## config.mk

```make
export PLATFORM = sky130hd
export DESIGN_NAME = fft_addr_gen
export DESIGN_NICKNAME = d
export VERILOG_FILES = /design/src/rtl/fft_addr_gen.sv
export SDC_FILE = /design/constraint.sdc
export NUM_CORES = 1
export LEC_CHECK = 0
export BUFFER_PORTS_ARGS = -buffer_cell sky130_fd_sc_hd__buf_2
export CORE_AREA = 5 5 55 57
export CTS_BUF_LIST = sky130_fd_sc_hd__clkbuf_4
export CTS_CLUSTER_SIZE = 30
export DETAILED_ROUTE_END_ITERATION = 8
export DIE_AREA = 0 0 60 62
export PLACE_DENSITY = 0.83
export REMOVE_ABC_BUFFERS = 1
export SLEW_MARGIN = 20
export SYNTH_ARGS = -nofsm -noshare
export SYNTH_HDL_FRONTEND = slang
export SYNTH_SLANG_ARGS = --single-unit
```

## constraint.sdc

```tcl
create_clock -name clk -period 6.2 [get_ports clk]
set_input_delay 1.24 -clock clk [delete_from_list [all_inputs] [get_ports clk]]
set_output_delay 1.24 -clock clk [all_outputs]
set_load 0.02 [all_outputs]
```

## src/rtl/fft_addr_gen.sv

```systemverilog
// fft_addr_gen: butterfly address sequencer for an 8-point radix-2 DIT FFT.
//
// Each pass runs three stages. In every stage the block issues four in-place
// butterflies (a, b, twiddle), one per cycle. It then waits until all four
// write-backs have come back from the address pipe before the next stage
// starts, so a stage never reads a location that is still being written.
// A drain watchdog aborts the pass if write-backs stop arriving.
//
// Ports
//   clk, rst   clock (rising edge), synchronous active-high reset
//   start      one-cycle request to begin a pass (accepted only in IDLE)
//   wb_v       write-back valid from the address pipe, one per butterfly
//   v_out      butterfly issue valid
//   a_out      top-leg address
//   b_out      bottom-leg address (a_out + 2^stage)
//   tw_out     twiddle index k (W8^k)
//   stage_out  current stage 0..2
//   busy       high from first issue until done or error
//   done       one-cycle pulse after stage 2 has fully written back
//   err        sticky drain-timeout flag, cleared by the next start or rst
module fft_addr_gen #(
  parameter int LAT  = 7,
  parameter int N_BF = 4
) (
  input  logic       clk,
  input  logic       rst,
  input  logic       start,
  input  logic       wb_v,
  output logic       v_out,
  output logic [2:0] a_out,
  output logic [2:0] b_out,
  output logic [1:0] tw_out,
  output logic [1:0] stage_out,
  output logic       busy,
  output logic       done,
  output logic       err
);

  localparam int          WD_LIMIT = LAT + 4;
  localparam int          WD_W     = $clog2(WD_LIMIT + 1);
  localparam logic [1:0]  K_LAST   = 2'(N_BF - 1);
  localparam logic [2:0]  CNT_FULL = 3'(N_BF);

  typedef enum logic [1:0] {IDLE, ISSUE, DRAIN, DONE} state_t;

  state_t            state_q, state_d;
  logic [1:0]        k_q, k_d;
  logic [2:0]        cnt_q, cnt_d;
  logic [WD_W-1:0]   wd_q, wd_d;
  logic              v_d, busy_d, done_d, err_d;
  logic [2:0]        a_d, b_d;
  logic [1:0]        tw_d, stage_d;
  logic [2:0]        cnt_inc;

  // Butterfly k of stage s: half = 2^s, j = k mod half,
  // a = (k / half) * 2 * half + j, b = a + half, tw = j * 2^(2-s).
  function automatic logic [7:0] bf_addr(input logic [1:0] s, input logic [1:0] k);
    logic [2:0] half, j, a, b;
    logic [1:0] tw;
    half = 3'd1 << s;
    j    = {1'b0, k} & (half - 3'd1);
    a    = 3'(({1'b0, k} >> s) << (s + 2'd1)) + j;
    b    = a + half;
    tw   = 2'(j << (2'd2 - s));
    return {a, b, tw};
  endfunction

  assign cnt_inc = cnt_q + {2'b00, wb_v};

  always_comb begin
    state_d = state_q;
    k_d     = k_q;
    cnt_d   = cnt_q;
    wd_d    = wd_q;
    v_d     = 1'b0;
    a_d     = a_out;
    b_d     = b_out;
    tw_d    = tw_out;
    stage_d = stage_out;
    busy_d  = busy;
    done_d  = 1'b0;
    err_d   = err;
    case (state_q)
      IDLE: begin
        if (start) begin
          state_d           = ISSUE;
          stage_d           = 2'd0;
          k_d               = 2'd0;
          cnt_d             = 3'd0;
          wd_d              = '0;
          v_d               = 1'b1;
          {a_d, b_d, tw_d}  = bf_addr(2'd0, 2'd0);
          busy_d            = 1'b1;
          err_d             = 1'b0;
        end
      end
      ISSUE: begin
        // write-backs can already return while issuing when LAT is short
        cnt_d = cnt_inc;
        wd_d  = '0;
        if (k_q == K_LAST) begin
          state_d = DRAIN;
        end else begin
          k_d              = k_q + 2'd1;
          v_d              = 1'b1;
          {a_d, b_d, tw_d} = bf_addr(stage_out, k_q + 2'd1);
        end
      end
      DRAIN: begin
        cnt_d = cnt_inc;
        if (cnt_inc >= CNT_FULL) begin
          cnt_d = 3'd0;
          wd_d  = '0;
          if (stage_out != 2'd2) begin
            state_d          = ISSUE;
            stage_d          = stage_out + 2'd1;
            k_d              = 2'd0;
            v_d              = 1'b1;
            {a_d, b_d, tw_d} = bf_addr(stage_out + 2'd1, 2'd0);
          end else begin
            state_d = DONE;
            done_d  = 1'b1;
            busy_d  = 1'b0;
          end
        end else if (wb_v) begin
          wd_d = '0;
        end else if (wd_q == WD_W'(WD_LIMIT - 1)) begin
          // this is the WD_LIMIT-th consecutive silent cycle
          state_d = IDLE;
          err_d   = 1'b1;
          busy_d  = 1'b0;
        end else begin
          wd_d = wd_q + 1'b1;
        end
      end
      DONE: begin
        state_d = IDLE;
      end
      default: state_d = IDLE;
    endcase
  end

  always_ff @(posedge clk) begin
    if (rst) begin
      state_q   <= IDLE;
      k_q       <= '0;
      cnt_q     <= '0;
      wd_q      <= '0;
      v_out     <= 1'b0;
      a_out     <= '0;
      b_out     <= '0;
      tw_out    <= '0;
      stage_out <= '0;
      busy      <= 1'b0;
      done      <= 1'b0;
      err       <= 1'b0;
    end else begin
      state_q   <= state_d;
      k_q       <= k_d;
      cnt_q     <= cnt_d;
      wd_q      <= wd_d;
      v_out     <= v_d;
      a_out     <= a_d;
      b_out     <= b_d;
      tw_out    <= tw_d;
      stage_out <= stage_d;
      busy      <= busy_d;
      done      <= done_d;
      err       <= err_d;
    end
  end

endmodule
```

-- Word level (Yosys, flattened, before mapping)
Cells that the tools add are included.
- register bits after elaboration: 25
- word-level logic and storage cells: 117
- $add $sub $neg: 11
- order comparisons: 1
- eq/ne operators: 18
- shift-type cells: 8
- mux-type cells: 53
- bitwise gates (word level): 3
- reduce and logical (&&, ||, !) cells: 11
- operators with widths (kind ; count):
    $mux 2 ; 15
    $mux 3 ; 9
    $pmux 3 s3 ; 3
    $ne 2x2->1 const B ; 9
    $mux 4 ; 4
    $reduce_and 5->1 ; 3
    $mux 1 ; 14
    $pmux 2 s3 ; 2
    $pmux 4 s3 ; 1
    $add 3x3->3 ; 3
    $ne 3x3->1 const B ; 3
    $pmux 2 s4 ; 1
    $reduce_and 4->1 ; 2
    $add 2x1->2 const B ; 3
    $eq 2x2->1 const B ; 3
    $shl 1x2->3 const A ; 2
    $shl 3x2->3 ; 2
    $add 4x1->4 const B ; 1
    $eq 4x4->1 const B ; 1
    $ne 4x4->1 const B ; 1
    $pmux 1 s2 ; 2
    $pmux 2 s2 ; 1
    $sub 2x2->2 const A ; 2
    $add 3x1->3 ; 1
    16 further kinds ; 17

-- Longest topological paths before layout
- depth in word-level cells: 7
- depth in mapped cells: 12
- gate-level depth less buffers: 11

-- Worst setup path before layout
OpenSTA, ideal clock, no wires.
- kind: reg-to-reg
- start: register stage_out[0]
- end: register b_out[2]
- library setup time: 0.086 ns
- data arrival time: 3.078 ns
- required time: 6.114 ns
- path slack: 3.037 ns
- cell stages (with the launch flop): 13
- buffers on the path: 1
- period minus slack after synthesis: 3.163 ns
- path through: dfxtp_1 -> buf_2 -> inv_1 -> ha_1 -> nor3_1 -> ha_1 -> fa_1 -> fa_1 -> xor2_1 -> xnor2_1 -> xnor2_1 -> a32oi_1 -> a211oi_1
- cells in the longest elaborated chain, start to end: 7
- RTL lines (item ; RTL line ; RTL):
    from (decl) ; 33 ; output logic [1:0] stage_out,
    from (signal assigned) ; 166 ; stage_out <= stage_d;
    $shl 1x2->3 / $add 2x1->2 (equally long branches) ; 60, 62, 119 ;
    $sub 3x1->3 (tied with other cells) ; 61 ; j = {1'b0, k} & (half - 3'd1);
    $and 2x3->3 / $shl 3x2->3 (equally long branches) ; 61, 62 ;
    $add 3x3->3 (on tied branches) ; 62, 63 ;
    $add 3x3->3 / $mux 3 (equally long branches) ; 63, 114 ;
    $mux 3 (on tied branches) ; 101, 111 ;
    $pmux 3 s3 ; 83 ; case (state_q)
    to (signal assigned) ; 151 ; b_out <= '0;
    to (signal assigned) ; 164 ; b_out <= b_d;
    to (decl) ; 31 ; output logic [2:0] b_out,
Several ways; a longest one is shown, not always the timed one. The select of a mux whose other input is x is not followed.
A chain may end at the register's enable or synchronous reset.

-- Worst setup path in the final report
Ends and elaborated chain as after synthesis.

==> flow_summary.json <==
{
  "run_status": "finished clean",
  "startpoint_type": "flip-flop",
  "place_area_sq_um": 1570,
  "synth-seq-cells": 25,
  "drc_errors": 0,
  "dp_hpwl_mm": 2.43,
  "synth.distinct_cells": 44,
  "reg2regPathDepth": 11,
  "worstPathMaxFanout": 11,
  "postSynth.asyncResetShare_pct": 0,
  "clkTransAtPathRegs_ns": 0.14,
  "num_antenna_cells": 0,
  "cts_resized": 0,
  "finalNonFillerCells": 216,
  "cp.arrival_ns": 3.56,
  "yosys-top-cells-area": "dfxtp_1 (34%), ha_1 (13%), a21oi_1 (6.4%)",
  "max_stage_delay_ns": 0.57,
  "hold_buffers": 0,
  "synthAdderAreaFrac_pct": 15.3,
  "crit_slowest_cell": "dfxtp_1",
  "muxShareOfSynthArea_pct": 1.43,
  "synth_warnings": 0,
  "fp.dieArea_sq_um": 3720,
  "cap_violations": 0,
  "core_sq_um": 2430,
  "synth_xor_area_share_pct": 4.70,
  "wirelength_mm": 3.21,
  "nets": 208,
  "clock_path_buffers": 2,
  "slew_violations": 0,
  "grt_usage_pct": 19.3,
  "clock_sinks": 25,
  "synth_compound_area_share_pct": 15.2,
  "clk_latency_ns": 0.33,
  "relSlewSlack_pct": 66.4,
  "path_cells": "inv_1, ha_1, nor3_1, ha_1, fa_1, fa_1, xor2_1, xnor2_1, xnor2_1, a32oi_1, a211oi_1",
  "drive_above_1_share_pct": 14.0,
  "setup_viol": 0,
  "synth_top_area_cell": "dfxtp_1",
  "path_class": "reg -> reg",
  "cts_made_buffers": 3,
  "cts_root_buf": "clkbuf_4",
  "place_congestion": 0.908,
  "grt_pass1_vias": 1231,
  "start_util_pct": 61.3,
  "synth_cells": 173,
  "rsz0062_at_grt": "false",
  "fin_crit_ns": 3.31,
  "drtPass1Iterations": 4,
  "routedWlPerCell_microns": 14.9,
  "die_x_microns": 60,
  "row_count": 18,
  "grt_max_degree": 26,
  "worst_pin_slew_ns": 0.502,
  "dpl.cell_count": 212,
  "via_count": 1285,
  "layout_common_cells": "dfxtp_1 (25), a21oi_1 (19), nand2_1 (18)",
  "total_power_w": 0.000538,
  "layout_commonest_cell": "dfxtp_1",
  "timing.final.crit_share_pct": 53.4,
  "power_per_cell_area_nw_per_um2": 337,
  "fin_util_pct": 65.7,
  "fin_area_sq_um": 1600,
  "multiInputGateArea_sq_um": 925,
  "viasPerCell": 5.95,
  "yosys.area_share.simple_pct": 25.4,
  "synth_top_family_by_area": "simple AND/OR/NAND/NOR gates",
  "cts_tree": "yes",
  "max_freq_mhz": 302,
  "antenna_found_initial": 0,
  "peakVddDrop_uv": 290,
  "htreeDepth": 1,
  "p_leak_nw": 0.676,
  "min_delay_path_depth": 2,
  "cp-end-kind": "flip-flop",
  "worstHoldPathType": "reg -> reg",
  "tns_ns": 0,
  "postCtsSetupRepairBufs": 0,
  "fin_skew_ns": 0.00342,
  "netlist.area_leader.share_pct": 33.6,
  "syn_area_sq_um": 1490,
  "syn_to_final_growth_pct": 7.22,
  "nFillCells": 224,
  "grt_pass1_wl_mm": 5.42,
  "r2r_slack_ns": 2.89,
  "gr-total-overflow": 0,
  "finalHoldViolations": 0,
  "ys_seq_area_share_pct": 33.6,
  "drtAntennaViolNets": 0,
  "drtIter0Drc": 43,
  "ys.flop_type": "dfxtp_1",
  "synth-edff-count": 0,
  "cp_data_required_time_ns": 6.45,
  "ios": 18,
  "regArea_sq_um": 500,
  "die_y_microns": 62,
  "synth_area_per_cell_sq_um": 8.61,
  "io_buffers": 17
}
[power breakdown]
| part | switching, W | internal (W) | leakage (nW) |
|---|---|---|---|
| Sequential | 0.0000194 | 0.000184 | 0.203 |
| Combinational | 0.000165 | 0.0000946 | 0.455 |
| Clock | 0.0000505 | 0.0000242 | 0.0177 |
[final timing paths]
kind | startpoint | to
worst max-delay path | stage_out[0] | b_out[2]
worst min-delay path | a_out[1] | a_out[1]
worst min register to register | a_out[1] | a_out[1]
worst max register to register | stage_out[0] | b_out[2]
[critical path, delay by kind of cell, from the launching register on]
| kind | cells | cell delay, ns |
|---|---|---|
| AOI/OAI and AO/OA | 2 | 0.34 |
| DFF | 1 | 0.57 |
| xor gates and xnor gates | 3 | 0.48 |
| buffers and inverters | 1 | 0.12 |
| adders and majority gates | 4 | 1.50 |
| and+or+nand+nor | 1 | 0.22 |
[layer usage]
metal | vias to the layer above | track usage (%) | part of all wire (%)
li1 | 638 | - | -
met1 | 625 | 23.6 | 47
met2 | 17 | 33.2 | 50
met3 | 5 | 3.10 | 1.9
met4 | 0 | 9.18 | 1.8
met5 | - | 0 | 0
[synth_stat cells (2+ instances only)]
| cell | instances |
|---|---|
| a211oi_1 | 2 |
| a21oi_1 | 19 |
| a22oi_1 | 3 |
| a311oi_1 | 3 |
| and2_1 | 2 |
| clkbuf_1 | 5 |
| dfxtp_1 | 25 |
| fa_1 | 2 |
| ha_1 | 15 |
| inv_1 | 6 |
| nand2_1 | 18 |
| nand2b_1 | 2 |
| nand3_1 | 9 |
| nand3b_1 | 5 |
| nand4_1 | 3 |
| nor2_1 | 12 |
| nor2b_1 | 3 |
| nor3_1 | 4 |
| nor4_1 | 2 |
| o21ai_0 | 3 |
| xnor2_1 | 5 |
| xor2_1 | 3 |
[stage by stage]
stage	worst slack (ns)	hold WS [ns]
2_1_floorplan	3.06	0.430
3_3_place_gp	3.12	0.436
3_5_place_dp	2.90	0.440
4_1_cts	2.88	0.458
5_1_grt	2.71	0.474
6_report	2.89	0.455
[layout make-up]
type / instances / area share (%)
clock buffer: 3 / 1.41
clock inverter: 1 / 0.313
inverter: 6 / 1.41
multi-input combinational: 134 / 57.9
sequential: 25 / 31.3
tap: 30 / 2.35
timing repair buffer: 17 / 5.32
[cells by family after synthesis]
logic type	after synthesis
AND/OR/NAND/NOR	70
AO/OA/AOI/OAI	37
flip-flops	25
adder cells (fa/ha/maj)	17
buffers and inverters	14
XOR/XNOR	8
multiplexers	2
[sequential cells by signal (all words and copies together) (netlist names)]
register and cells:
a_out 3, b_out 3, busy 1, cnt_q 3
done 1, err 1, k_q 2, stage_out 2
state_q 2, tw_out 2, v_out 1, wd_q 4
Note: power is estimated with default switching activity, not from simulation.
